==> config.mk <==
export PLATFORM = sky130hd
export DESIGN_NAME = timer16_responder
export DESIGN_NICKNAME = d
export VERILOG_FILES = /design/src/rtl/timer16_responder.sv
export SDC_FILE = /design/constraint.sdc
export NUM_CORES = 1
export LEC_CHECK = 0
export ABC_AREA = 1
export BUFFER_PORTS_ARGS = -buffer_cell sky130_fd_sc_hd__buf_2
export CAP_MARGIN = 20
export CORE_MARGIN = 2
export CORE_UTILIZATION = 30
export CTS_CLUSTER_DIAMETER = 40
export DETAILED_ROUTE_END_ITERATION = 10
export GPL_ROUTABILITY_DRIVEN = 1
export SETUP_SLACK_MARGIN = 0.1
export SLEW_MARGIN = 20
export SYNTH_ARGS = -nofsm -noshare
export SYNTH_HDL_FRONTEND = slang
export SYNTH_SLANG_ARGS = --single-unit
==> constraint.sdc <==
create_clock -name clk -period 3.1 [get_ports clk]
set_input_delay 0.465 -clock clk [delete_from_list [all_inputs] [get_ports clk]]
set_output_delay 0.465 -clock clk [all_outputs]
set_load 0.02 [all_outputs]
==> src/rtl/timer16_responder.sv <==
// 16-bit programmable down-counter timer answering the MINX bus in an 8-byte window.
// Produces one-cycle underflow and compare pulses for the interrupt block.
module timer16_responder #(
  parameter logic [23:0] BASE     = 24'h2030,
  parameter int          PSC_BITS = 14
) (
  input  logic        clk,
  input  logic        reset_n,
  input  logic        bus_write,
  input  logic        bus_read,
  input  logic [23:0] bus_address_in,
  input  logic [7:0]  bus_data_in,
  output logic [7:0]  bus_data_out,
  output logic        irq_underflow,
  output logic        irq_compare
);

  logic                r_en;
  logic                r_oneshot;
  logic [2:0]          r_sel;
  logic [15:0]         r_preset;
  logic [15:0]         r_cmp;
  logic [15:0]         r_count;
  logic [PSC_BITS-1:0] r_psc;
  logic [7:0]          r_shadow;
  logic                r_read_d;
  logic                r_irq_uf;
  logic                r_irq_cmp;

  logic                w_hit;
  logic [2:0]          w_off;
  logic                w_wr;
  logic                w_ctrl_wr;
  logic [PSC_BITS-1:0] w_div_m1;
  logic                w_tick;
  logic [15:0]         w_count_dec;
  logic                w_rd_start;
  logic [15:0]         w_count_nxt;
  logic                w_en_nxt;
  logic                w_uf_nxt;
  logic                w_cmp_nxt;
  logic [PSC_BITS-1:0] w_psc_nxt;
  logic [7:0]          w_rdata;
  logic                w_unused;

  assign w_hit       = (bus_address_in[23:3] == BASE[23:3]);
  assign w_off       = bus_address_in[2:0];
  assign w_wr        = bus_write & w_hit;
  assign w_ctrl_wr   = w_wr & (w_off == 3'd0);
  // divisor-1 is a run of 2*SEL ones
  assign w_div_m1    = ~({PSC_BITS{1'b1}} << {r_sel, 1'b0});
  assign w_tick      = r_en & (r_psc == w_div_m1);
  assign w_count_dec = r_count - 16'd1;
  assign w_rd_start  = bus_read & ~r_read_d;
  assign w_unused    = ^{bus_data_in[7], bus_data_in[3]};

  assign irq_underflow = r_irq_uf;
  assign irq_compare   = r_irq_cmp;

  always_comb begin
    w_count_nxt = r_count;
    w_en_nxt    = r_en;
    w_uf_nxt    = 1'b0;
    w_cmp_nxt   = 1'b0;
    if (w_ctrl_wr) begin
      w_en_nxt = bus_data_in[0];
    end else begin
      w_en_nxt = r_en;
    end
    // a CTRL write with RELOAD or EN=0 swallows this cycle's tick
    if (w_ctrl_wr && bus_data_in[1]) begin
      w_count_nxt = r_preset;
    end else if (w_ctrl_wr && !bus_data_in[0]) begin
      w_count_nxt = r_count;
    end else if (w_tick) begin
      if (r_count == 16'd0) begin
        w_count_nxt = r_preset;
        w_uf_nxt    = 1'b1;
        if (r_oneshot && !w_ctrl_wr) begin
          w_en_nxt = 1'b0;
        end else begin
          w_en_nxt = w_en_nxt;
        end
      end else begin
        w_count_nxt = w_count_dec;
        w_cmp_nxt   = (w_count_dec == r_cmp);
      end
    end else begin
      w_count_nxt = r_count;
    end
  end

  always_comb begin
    w_psc_nxt = r_psc + PSC_BITS'(1);
    if (!r_en || w_ctrl_wr || w_tick) begin
      w_psc_nxt = '0;
    end else begin
      w_psc_nxt = r_psc + PSC_BITS'(1);
    end
  end

  always_ff @(posedge clk or negedge reset_n) begin
    if (!reset_n) begin
      r_en      <= 1'b0;
      r_oneshot <= 1'b0;
      r_sel     <= 3'd0;
      r_preset  <= 16'd0;
      r_cmp     <= 16'd0;
      r_count   <= 16'd0;
      r_psc     <= '0;
      r_shadow  <= 8'd0;
      r_read_d  <= 1'b0;
      r_irq_uf  <= 1'b0;
      r_irq_cmp <= 1'b0;
    end else begin
      r_en      <= w_en_nxt;
      r_count   <= w_count_nxt;
      r_psc     <= w_psc_nxt;
      r_irq_uf  <= w_uf_nxt;
      r_irq_cmp <= w_cmp_nxt;
      r_read_d  <= bus_read;
      if (w_rd_start && w_hit && (w_off == 3'd4)) begin
        r_shadow <= r_count[15:8];
      end
      if (w_wr) begin
        case (w_off)
          3'd0: begin
            r_oneshot <= bus_data_in[2];
            r_sel     <= bus_data_in[6:4];
          end
          3'd2:    r_preset[7:0]  <= bus_data_in;
          3'd3:    r_preset[15:8] <= bus_data_in;
          3'd6:    r_cmp[7:0]     <= bus_data_in;
          3'd7:    r_cmp[15:8]    <= bus_data_in;
          default: r_cmp          <= r_cmp;
        endcase
      end
    end
  end

  always_comb begin
    w_rdata = 8'h00;
    if (bus_read && w_hit) begin
      case (w_off)
        3'd0:    w_rdata = {1'b0, r_sel, 1'b0, r_oneshot, 1'b0, r_en};
        3'd2:    w_rdata = r_preset[7:0];
        3'd3:    w_rdata = r_preset[15:8];
        3'd4:    w_rdata = r_count[7:0];
        3'd5:    w_rdata = r_shadow;
        3'd6:    w_rdata = r_cmp[7:0];
        3'd7:    w_rdata = r_cmp[15:8];
        default: w_rdata = 8'h00;
      endcase
    end else begin
      w_rdata = 8'h00;
    end
  end

  assign bus_data_out = w_rdata;

endmodule
==> flow_metrics.env, run 1 <==
export IMPL_max_slew_margin_pct=50.67
export IMPL_cts_buffers=9
export IMPL_clock_root_buffer="clkbuf_16"
export IMPL_ys_top_cells_by_count="228 x nand2_1, 89 x inv_1, 82 x nand3_1"
export IMPL_cp_data_required_time_ns=2.63
export IMPL_drc=0
export IMPL_syn_num_nets=788
export IMPL_dp_cells=1001
export IMPL_wire_per_inst_um=14.31
export IMPL_first_iter_violations=408
export IMPL_setup_slack_ns=0.6877
export IMPL_diodes=0
export IMPL_critPathCaptureType="output port"
export IMPL_grt_usage_pct=17.05
export IMPL_nets=831
export IMPL_antenna_found_initial=0
export IMPL_finalClockSkew_ns=0.005911
export IMPL_fmax_mhz=414.5
export IMPL_ant_nets=0
export IMPL_routabilityCongestion=0.9319
export IMPL_fillers=1782
export IMPL_swShare_pct=24.01
export IMPL_seq_area_frac_synth_pct=38.03
export IMPL_syn_area_um2=5132
export IMPL_vdd_ir_drop_max_v=0.0002325
export IMPL_vias=4882
export IMPL_synth_area_top_cells="dfrtp_1 38%, nand2_1 17%, nand3_1 8.0%"
export IMPL_synth_area_leader_cell="dfrtp_1"
export IMPL_slowest_stage="a41oi_1"
export IMPL_core_area_um2=16640
export IMPL_synth_main_ff_cell="dfrtp_1"
export IMPL_post_place_ws_ns=0.6757
export IMPL_avgSynthCellArea_um2=6.852
export IMPL_port_buffers=45
export IMPL_rsz0062_at_grt="no"
export IMPL_p_seq_share_pct=48.2
export IMPL_path_max_fanout=8
export IMPL_worstMarginPinSlew_ns=0.7400
export IMPL_setup_viol=0
export IMPL_path_class="input pin to output port"
export IMPL_design_area_um2=5832
export IMPL_synth_edf_count=0
export IMPL_yosysWarnings=0
export IMPL_crit_buf_inv=3
export IMPL_path_cells="buf_2, nor2_1, nand3_1, nor2_1, nand2_1, nor2_4, o311ai_1, buf_4, a41oi_1, buf_2"
export IMPL_final_util_pct=35.04
export IMPL_power_frac_comb_pct=4.3
export IMPL_crit_family="simple AND/OR/NAND/NOR gates"
export IMPL_post_cts_repair_setup_buffers=0
export IMPL_p_switching_uw=508.0
export IMPL_start_util_pct=30.84
export IMPL_insertion_delay_ns=0.35
export IMPL_internal_power_mw=1.608
export IMPL_htreeDepth=3
export IMPL_cts_tree="done"
export IMPL_ys_types=43
export IMPL_netlist_instances=749
export IMPL_synth_top_area_share_pct=38.03
export IMPL_synthToLayoutAreaGrowth_pct=13.63
export IMPL_grt_pass1_vias=4609
export IMPL_viasPerCell=4.800
export IMPL_grt_pass1_wl_mm=24.15
export IMPL_synth_seq_cells=78
export IMPL_cp_data_arrival_time_ns=1.95
export IMPL_drive_gt1_share_pct=11.29
export IMPL_clk_pin_slew_worst_paths_ns=0.06
export IMPL_firstDrtPassIters=5
export IMPL_power_leakage_nw=2.769
export IMPL_ys_async_sr_fraction_pct=100.0
export IMPL_rows=47
export IMPL_cpPeakStageDelay_ns=0.26
export IMPL_grt_max_degree=79
export IMPL_cts_hold_buf=0
export IMPL_fin_tns_setup_ns=0
export IMPL_cts_max_path_buffers=2
export IMPL_period_share_pct=77.82
export IMPL_period_needed_ns=2.412
export IMPL_min_path_type="input pin to asynchronous set/reset pin"
export IMPL_power_density_nw_per_um2=362.8
export IMPL_drt_total_wl_mm=14.56
export IMPL_clock_sinks=78
export IMPL_stdcell_count=1017
export IMPL_status="complete, no violations"
export IMPL_drv_slew=0
export IMPL_finalHoldViolations=0
export IMPL_cap_violations=0
export IMPL_power_frac_clock_pct=47.6
export IMPL_synth_most_common_cell="nand2_1"
export IMPL_die_w_um=134.8
export IMPL_post_dp_cell_area_um2=5550
export IMPL_ctsResizeCount=0
export IMPL_fp_dieArea_um2=18170
export IMPL_io_pins=46
export IMPL_globalRouteOverflowTotal=0
export IMPL_start_kind="input pin"
export IMPL_die_h_um=134.8
export IMPL_dp_hpwl_mm=11.21
routing by layer:
metal / vias to the layer above / GRT usage [%] / share of wire, %
met5: - / 0 / 0
met4: 0 / 8.012 / 2.9
met3: 30 / 2.778 / 4.5
met2: 128 / 26.00 / 46
met1: 2212 / 23.61 / 47
li1: 2512 / - / -
final timing paths:
path | depth (start not counted) | from | end | slack [ns]
max in group asynchronous | 1 | reset_n | r_shadow[7]$_DFFE_PN0P_ | 2.44
min in group clk | 1 | bus_read | r_read_d$_DFF_PN0_ | 0.25
min | 1 | reset_n | r_psc[6]$_DFF_PN0_ | 0.12
max | 10 | bus_address_in[16] | bus_data_out[4] | 0.69
min reg2reg | 2 | r_shadow[5]$_DFFE_PN0P_ | r_shadow[5]$_DFFE_PN0P_ | 0.49
max reg2reg | 9 | r_count[0]$_DFFE_PN0P_ | r_count[10]$_DFFE_PN0P_ | 0.94
area by class of cell:
cell class / count / area, um^2 / share of cell area (%)
inverters: 94 / 352.8 / 6.050
repair buffers: 47 / 246.5 / 4.227
clock buffers: 11 / 242.7 / 4.162
clock inverters: 5 / 35.03 / 0.6007
well taps: 220 / 275.3 / 4.720
flip-flops and latches: 78 / 1952 / 33.47
multi-input cells: 562 / 2728 / 46.77
flip-flops by register name (all words and copies together), names as in the netlist:
signal and flops:
r_cmp 16, r_preset 16, r_oneshot 1, irq_compare 1, r_sel 3, r_count 16
irq_underflow 1, r_psc 14, r_shadow 8, r_read_d 1, r_en 1
stage by stage:
| stage | hold slack [ns] | total power, mW |
|---|---|---|
| after floorplan | 0.1694 | 1.069 |
| after global placement | 0.4682 | 1.129 |
| after detailed placement | 0.4748 | 1.129 |
| after CTS | 0.2387 | 2.143 |
| after global routing | 0.1975 | 2.190 |
| final | 0.1161 | 2.116 |
cell families (layout without fill, tap and decap cells):
family          Yosys count  after routing  synth area share (%)
compound gates          106            106                 11.56
buf+inv                 109            157                 8.825
fa+ha+maj                 3              3                0.7314
simple gates            435            435                 37.52
xor+xnor                 18             18                 3.340
flops                    78             78                 38.03
layout by cell type, fill, tap and decap left out, types with 7 or more instances in the layout:
cell type	Yosys	final
xnor2_1	7	7
o21ai_0	62	62
inv_1	89	89
o22ai_1	8	8
clkbuf_16	0	9
nand2_1	228	228
nor2_1	79	79
nand4_1	7	7
nor3_1	8	8
xor2_1	10	10
dfrtp_1	78	78
buf_2	8	44
nand3_1	82	82
a21oi_1	13	13
power by group through the flow:
stage               sequential (mW)  combinational [mW]  clock [mW]
floorplan                      1.04              0.0309           0
global placement               1.04              0.0910           0
detailed placement             1.04              0.0913           0
CTS                            1.02              0.0916        1.03
global route                   1.02               0.105        1.07
finish                         1.02              0.0900        1.01
Note: power is estimated with default switching activity, not from simulation.
==> run 2, diff against run 1 <==
==> constraint.sdc (replaced) <==
create_clock -name clk -period 2.3 [get_ports clk]
set_input_delay 0.345 -clock clk [delete_from_list [all_inputs] [get_ports clk]]
set_output_delay 0.345 -clock clk [all_outputs]
set_load 0.02 [all_outputs]
==> run 2 against run 1 <==
  * Worst hold slack improved by 0.015 ns
  * Clock power increased by 51%
  * Register-to-register slack got worse by 0.65 ns
  * Clock skew increased by 0.0020 ns
  * Sequential cell count unchanged
  * Non-clock buffer count increased by 14
  * Largest cell class unchanged
  * Highest routed layer unchanged
==> flow_metrics.env, run 2 (synthesis results as in run 1) <==
export IMPL_path_class="input pin to output port"
export IMPL_synthToLayoutAreaGrowth_pct=17.55
export IMPL_first_iter_violations=319
export IMPL_rsz0062_at_grt="no"
export IMPL_ant_nets=0
export IMPL_status="complete, no violations"
export IMPL_start_kind="input pin"
export IMPL_max_slew_margin_pct=69.84
export IMPL_crit_buf_inv=3
export IMPL_globalRouteOverflowTotal=0
export IMPL_drt_total_wl_mm=14.58
export IMPL_cpPeakStageDelay_ns=0.21
export IMPL_insertion_delay_ns=0.36
export IMPL_power_density_nw_per_um2=502.8
export IMPL_antenna_found_initial=0
export IMPL_fmax_mhz=476.1
export IMPL_path_cells="buf_2, nor2_1, nand2_1, nor2_1, nand2_1, nor2_4, o311ai_1, buf_4, nor2_1, buf_2"
export IMPL_fillers=1764
export IMPL_worst_r2r_cell_count=10
export IMPL_design_area_um2=6033
export IMPL_top_layer_used="met4"
export IMPL_critPathCaptureType="output port"
export IMPL_hold_path_depth=1
export IMPL_clk_pin_slew_worst_paths_ns=0.06
export IMPL_fin_tns_setup_ns=0
export IMPL_wl_met3_um=555
export IMPL_grt_max_degree=47
export IMPL_path_max_fanout=8
export IMPL_nets=845
export IMPL_finalClockSkew_ns=0.007932
export IMPL_final_cell_mix="228 x nand2_1, 89 x inv_1, 82 x nand3_1"
export IMPL_crit_family="simple AND/OR/NAND/NOR gates"
export IMPL_cts_max_path_buffers=2
export IMPL_clock_sinks=78
export IMPL_path_common_cell="nor2_1"
export IMPL_worstSetupPathDepth=10
export IMPL_power_leakage_nw=2.845
export IMPL_rows=47
export IMPL_firstDrtPassIters=5
export IMPL_die_w_um=134.8
export IMPL_wl_met2_mm=6.768
export IMPL_worstMarginPinSlew_ns=0.4500
export IMPL_min_path_type="input pin to flop"
export IMPL_grt_pass1_wl_mm=24.11
export IMPL_die_h_um=134.8
export IMPL_drv_slew=0
export IMPL_drc=0
export IMPL_post_dp_cell_area_um2=5645
export IMPL_start_util_pct=30.84
export IMPL_fp_dieArea_um2=18170
export IMPL_viasPerCell=4.661
export IMPL_min_delay_start="bus_read"
export IMPL_cap_violations=0
export IMPL_diodes=0
export IMPL_cts_buffers=9
export IMPL_dp_hpwl_mm=11.36
export IMPL_finalHoldViolations=0
export IMPL_period_needed_ns=2.100
export IMPL_slowest_stage="nor2_1"
export IMPL_largestRegisters="r_cmp x16, r_count x16, r_preset x16"
export IMPL_final_common_cell="nand2_1"
export IMPL_startpoint="bus_address_in[10]"
export IMPL_cp_data_arrival_time_ns=1.76
export IMPL_io_pins=46
export IMPL_core_area_um2=16640
export IMPL_grt_usage_pct=17.15
export IMPL_vdd_ir_drop_max_v=0.0004057
export IMPL_cp_data_required_time_ns=1.96
export IMPL_wire_per_inst_um=14.14
export IMPL_grt_pass1_vias=4639
export IMPL_vias=4806
export IMPL_htreeDepth=3
export IMPL_port_buffers=45
export IMPL_r2r_start="r_count[0]$_DFFE_PN0P_"
export IMPL_setup_viol=0
export IMPL_clock_root_buffer="clkbuf_16"
export IMPL_period_share_pct=91.32
export IMPL_drive_gt1_share_pct=13.93
export IMPL_routabilityCongestion=0.9331
export IMPL_cts_tree="done"
export IMPL_wl_met1_mm=6.943
==> run 2: changes by cell type in the layout (fill, tap and decap cells not counted), sizes merged <==
cell         delta
buf            +13
bufinv          +2
clkbuf          -1
clkinv          -1
dlygate4sd3     +1
==> run 2: layout make-up <==
class / instances / area, um^2 / share of cell area [%]
Multi-Input combinational cell: 562 / 2763 / 45.79
Clock buffer: 10 / 229.0 / 3.795
Inverter: 94 / 352.8 / 5.848
Clock inverter: 6 / 86.33 / 1.431
Timing Repair Buffer: 61 / 370.4 / 6.139
Sequential cell: 78 / 1957 / 32.43
Tap cell: 220 / 275.3 / 4.562
==> run 2: stage by stage <==
stage	setup WS (ns)	std cells	hold WS [ns]	utilization, %	power, mW
final	0.1996	1031	0.1313	36.25	3.034
after global routing	0.1034	1031	0.1217	36.25	3.143
after CTS	0.1435	1029	0.1181	35.88	3.075
after detailed placement	0.1506	1012	0.3205	33.92	1.527
after global placement	0.1474	1012	0.3183	33.92	1.526
after floorplan	0.4161	749	0.04941	-	1.440
==> run 2: layer usage <==
metal,up-vias,GRT usage (%)
li1,2531,-
met3,23,3.116
met4,0,7.778
met2,99,27.07
met1,2153,22.89
met5,-,0
==> run 2: repair_timing <==
item	in CTS	in global routing
endpoints found under the hold margin	32	0
hold buffers	1	0
buffers inserted	0	2
setup endpoints to repair	0	16
resized for setup	0	15
==> run 2: power breakdown <==
group | switching (mW) | total, mW | leakage [nW] | internal (mW)
sequential | 0.000197 | 1.37 | 1.06 | 1.37
combinational | 0.0901 | 0.128 | 1.64 | 0.0384
clock | 0.584 | 1.53 | 0.152 | 0.947
==> run 2: worst paths after layout <==
check,to,slack (ns)
setup reg to reg,r_count[6]$_DFFE_PN0P_,0.29
setup / recovery,bus_data_out[5],0.20
hold reg to reg,r_preset[5]$_DFFE_PN0P_,0.49
min in group asynchronous,r_psc[4]$_DFF_PN0_,0.47
max in group asynchronous,r_count[0]$_DFFE_PN0P_,1.19
hold / removal,r_read_d$_DFF_PN0_,0.13
==> run 3, diff against run 2 <==
--- a/config.mk
+++ b/config.mk
@@ -6,7 +6,7 @@
 export NUM_CORES = 1
 export LEC_CHECK = 0
 export ABC_AREA = 1
-export BUFFER_PORTS_ARGS = -buffer_cell sky130_fd_sc_hd__buf_2
+export BUFFER_PORTS_ARGS = -buffer_cell sky130_fd_sc_hd__clkbuf_2
 export CAP_MARGIN = 20
 export CORE_MARGIN = 2
 export CORE_UTILIZATION = 30
@@ -18,3 +18,4 @@
 export SYNTH_ARGS = -nofsm -noshare
 export SYNTH_HDL_FRONTEND = slang
 export SYNTH_SLANG_ARGS = --single-unit
+export TNS_END_PERCENT = 20
==> run 3 against run 2 <==
  * Clock power is 4% lower
  * Power fell by 1.9%
  * Maximum frequency increased by 1.7%
  * Cell count is essentially flat
  * Sequential cell count did not move
  * Global-route usage down 0.21 points
  * Critical path type unchanged
==> flow_metrics.env, run 3 (synthesis results as in run 1) <==
export IMPL_cp_data_arrival_time_ns=1.72
export IMPL_nets=846
export IMPL_drt_total_wl_mm=14.59
export IMPL_grt_pass1_vias=4626
export IMPL_fp_dieArea_um2=18170
export IMPL_vdd_ir_drop_max_v=0.0004449
export IMPL_startpoint="bus_address_in[16]"
export IMPL_period_needed_ns=2.066
export IMPL_clk_pin_slew_worst_paths_ns=0.06
export IMPL_drv_slew=0
export IMPL_setup_slack_ns=0.2340
export IMPL_grt_usage_pct=16.94
export IMPL_fmax_mhz=484.0
export IMPL_worstMarginPinSlew_ns=0.5292
export IMPL_critPathCaptureType="output port"
export IMPL_synthToLayoutAreaGrowth_pct=17.36
export IMPL_path_cells="clkbuf_2, nor2_1, nand3_1, nor2_1, nand2_1, nor2_4, o311ai_1, buf_4, a21oi_1, clkbuf_2"
export IMPL_finalClockSkew_ns=0.005840
export IMPL_wire_per_inst_um=14.13
export IMPL_firstDrtPassIters=5
export IMPL_die_w_um=134.8
export IMPL_start_util_pct=30.84
export IMPL_setup_viol=0
export IMPL_start_kind="input pin"
export IMPL_power_leakage_nw=2.841
export IMPL_post_place_ws_ns=0.1608
export IMPL_ant_nets=0
export IMPL_cts_buffers=9
export IMPL_fin_tns_setup_ns=0
export IMPL_vias=4912
export IMPL_core_area_um2=16640
export IMPL_clock_sinks=78
export IMPL_globalRouteOverflowTotal=0
export IMPL_path_max_fanout=8
export IMPL_cap_violations=0
export IMPL_crit_end="bus_data_out[2]"
export IMPL_fillers=1795
export IMPL_die_h_um=134.8
export IMPL_status="complete, no violations"
export IMPL_cts_max_path_buffers=2
export IMPL_htreeDepth=3
export IMPL_period_share_pct=89.83
export IMPL_worst_r2r_setup_slack_ns=0.28
export IMPL_port_buffers=45
export IMPL_slowest_stage="clkbuf_2"
export IMPL_diodes=0
export IMPL_largestRegisters="r_cmp x16, r_count x16, r_preset x16"
export IMPL_reg2reg_to="irq_compare$_DFF_PN0_"
export IMPL_antenna_found_initial=0
export IMPL_power_density_nw_per_um2=494.0
export IMPL_cpPeakStageDelay_ns=0.20
export IMPL_final_util_pct=36.19
export IMPL_final_cell_mix="228 x nand2_1, 88 x inv_1, 82 x nand3_1"
export IMPL_rsz0062_at_grt="yes"
export IMPL_io_pins=46
export IMPL_grt_pass1_wl_mm=24.05
export IMPL_worstSetupPathDepth=10
export IMPL_r2r_start="r_sel[1]$_DFFE_PN0N_"
export IMPL_insertion_delay_ns=0.35
export IMPL_viasPerCell=4.760
export IMPL_cp_data_required_time_ns=1.96
export IMPL_first_iter_violations=393
export IMPL_cts_tree="done"
export IMPL_final_common_cell="nand2_1"
export IMPL_finalHoldViolations=0
export IMPL_max_slew_margin_pct=64.72
export IMPL_crit_buf_inv=3
export IMPL_crit_family="simple AND/OR/NAND/NOR gates"
export IMPL_routabilityCongestion=0.9448
export IMPL_grt_max_degree=42
export IMPL_dp_hpwl_mm=11.53
export IMPL_rows=47
export IMPL_drc=0
export IMPL_clock_root_buffer="clkbuf_16"
export IMPL_drive_gt1_share_pct=14.04
export IMPL_min_path_type="input pin to flop"
export IMPL_worst_r2r_cell_count=10
export IMPL_path_class="input pin to output port"
[run 3: cell types whose count changed in the layout (fill, tap and decap cells not counted), moves of 2 or more]
| cell | delta |
|---|---|
| buf_2 | -40 |
| clkinvlp_4 | +2 |
| inv_6 | +3 |
| dfrtp_1 | +2 |
| clkbuf_2 | +40 |
| clkinv_2 | -2 |
| dfrtp_2 | -2 |
[run 3: final cells by class]
class,count,area [um^2],share of cell area (%)
clock buffer,9,225.2,3.739
clock inverter,7,78.83,1.309
inverter,94,352.8,5.858
multi-input combinational,562,2759,45.80
sequential,78,1954,32.45
tap,220,275.3,4.570
timing repair buffer,62,377.9,6.273
[run 3: worst min path at each step]
| stage | startpoint | end | slack (ns) | cells after the start |
|---|---|---|---|---|
| 3_5_place_dp | reset_n | r_psc[6]$_DFF_PN0_ | 0.36 | 1 |
| 4_1_cts | bus_read | r_read_d$_DFF_PN0_ | 0.13 | 1 |
| 2_1_floorplan | reset_n | irq_compare$_DFF_PN0_ | 0.05 | 0 |
| 6_report | bus_read | r_read_d$_DFF_PN0_ | 0.14 | 1 |
| 3_3_place_gp | reset_n | r_psc[6]$_DFF_PN0_ | 0.36 | 1 |
| 5_1_grt | bus_read | r_read_d$_DFF_PN0_ | 0.14 | 1 |
[run 3: metal layers]
layer | global-route usage (%) | part of all wire (%)
met2 | 27.30 | 46
met4 | 6.023 | 2.1
met3 | 2.703 | 3.4
met5 | 0 | 0
met1 | 23.06 | 48
[run 3: report_power, final]
group          internal [mW]  leakage, nW  switching (mW)
logic                 0.0391         1.64          0.0904
registers               1.37         1.06        0.000215
clock network          0.852        0.139           0.622
total                   2.26         2.84           0.712
[run 3: repair_timing]
item / CTS / global route
gates resized for setup: 0 / 19
hold endpoints to repair: 31 / 0
setup endpoints to repair: 0 / 23
setup buffers: 0 / 2
hold buffers: 1 / 0
[run 3: through the flow]
step           total power [mW]  hold slack (ns)  cells  cell area (um^2)
2_1_floorplan             1.440          0.04941    749              5132
4_1_cts                   3.004           0.1304   1030              5967
3_3_place_gp              1.527           0.3591   1013              5653
5_1_grt                   3.070           0.1406   1032              6023
6_report                  2.975           0.1358   1032              6023
3_5_place_dp              1.528           0.3557   1013              5653
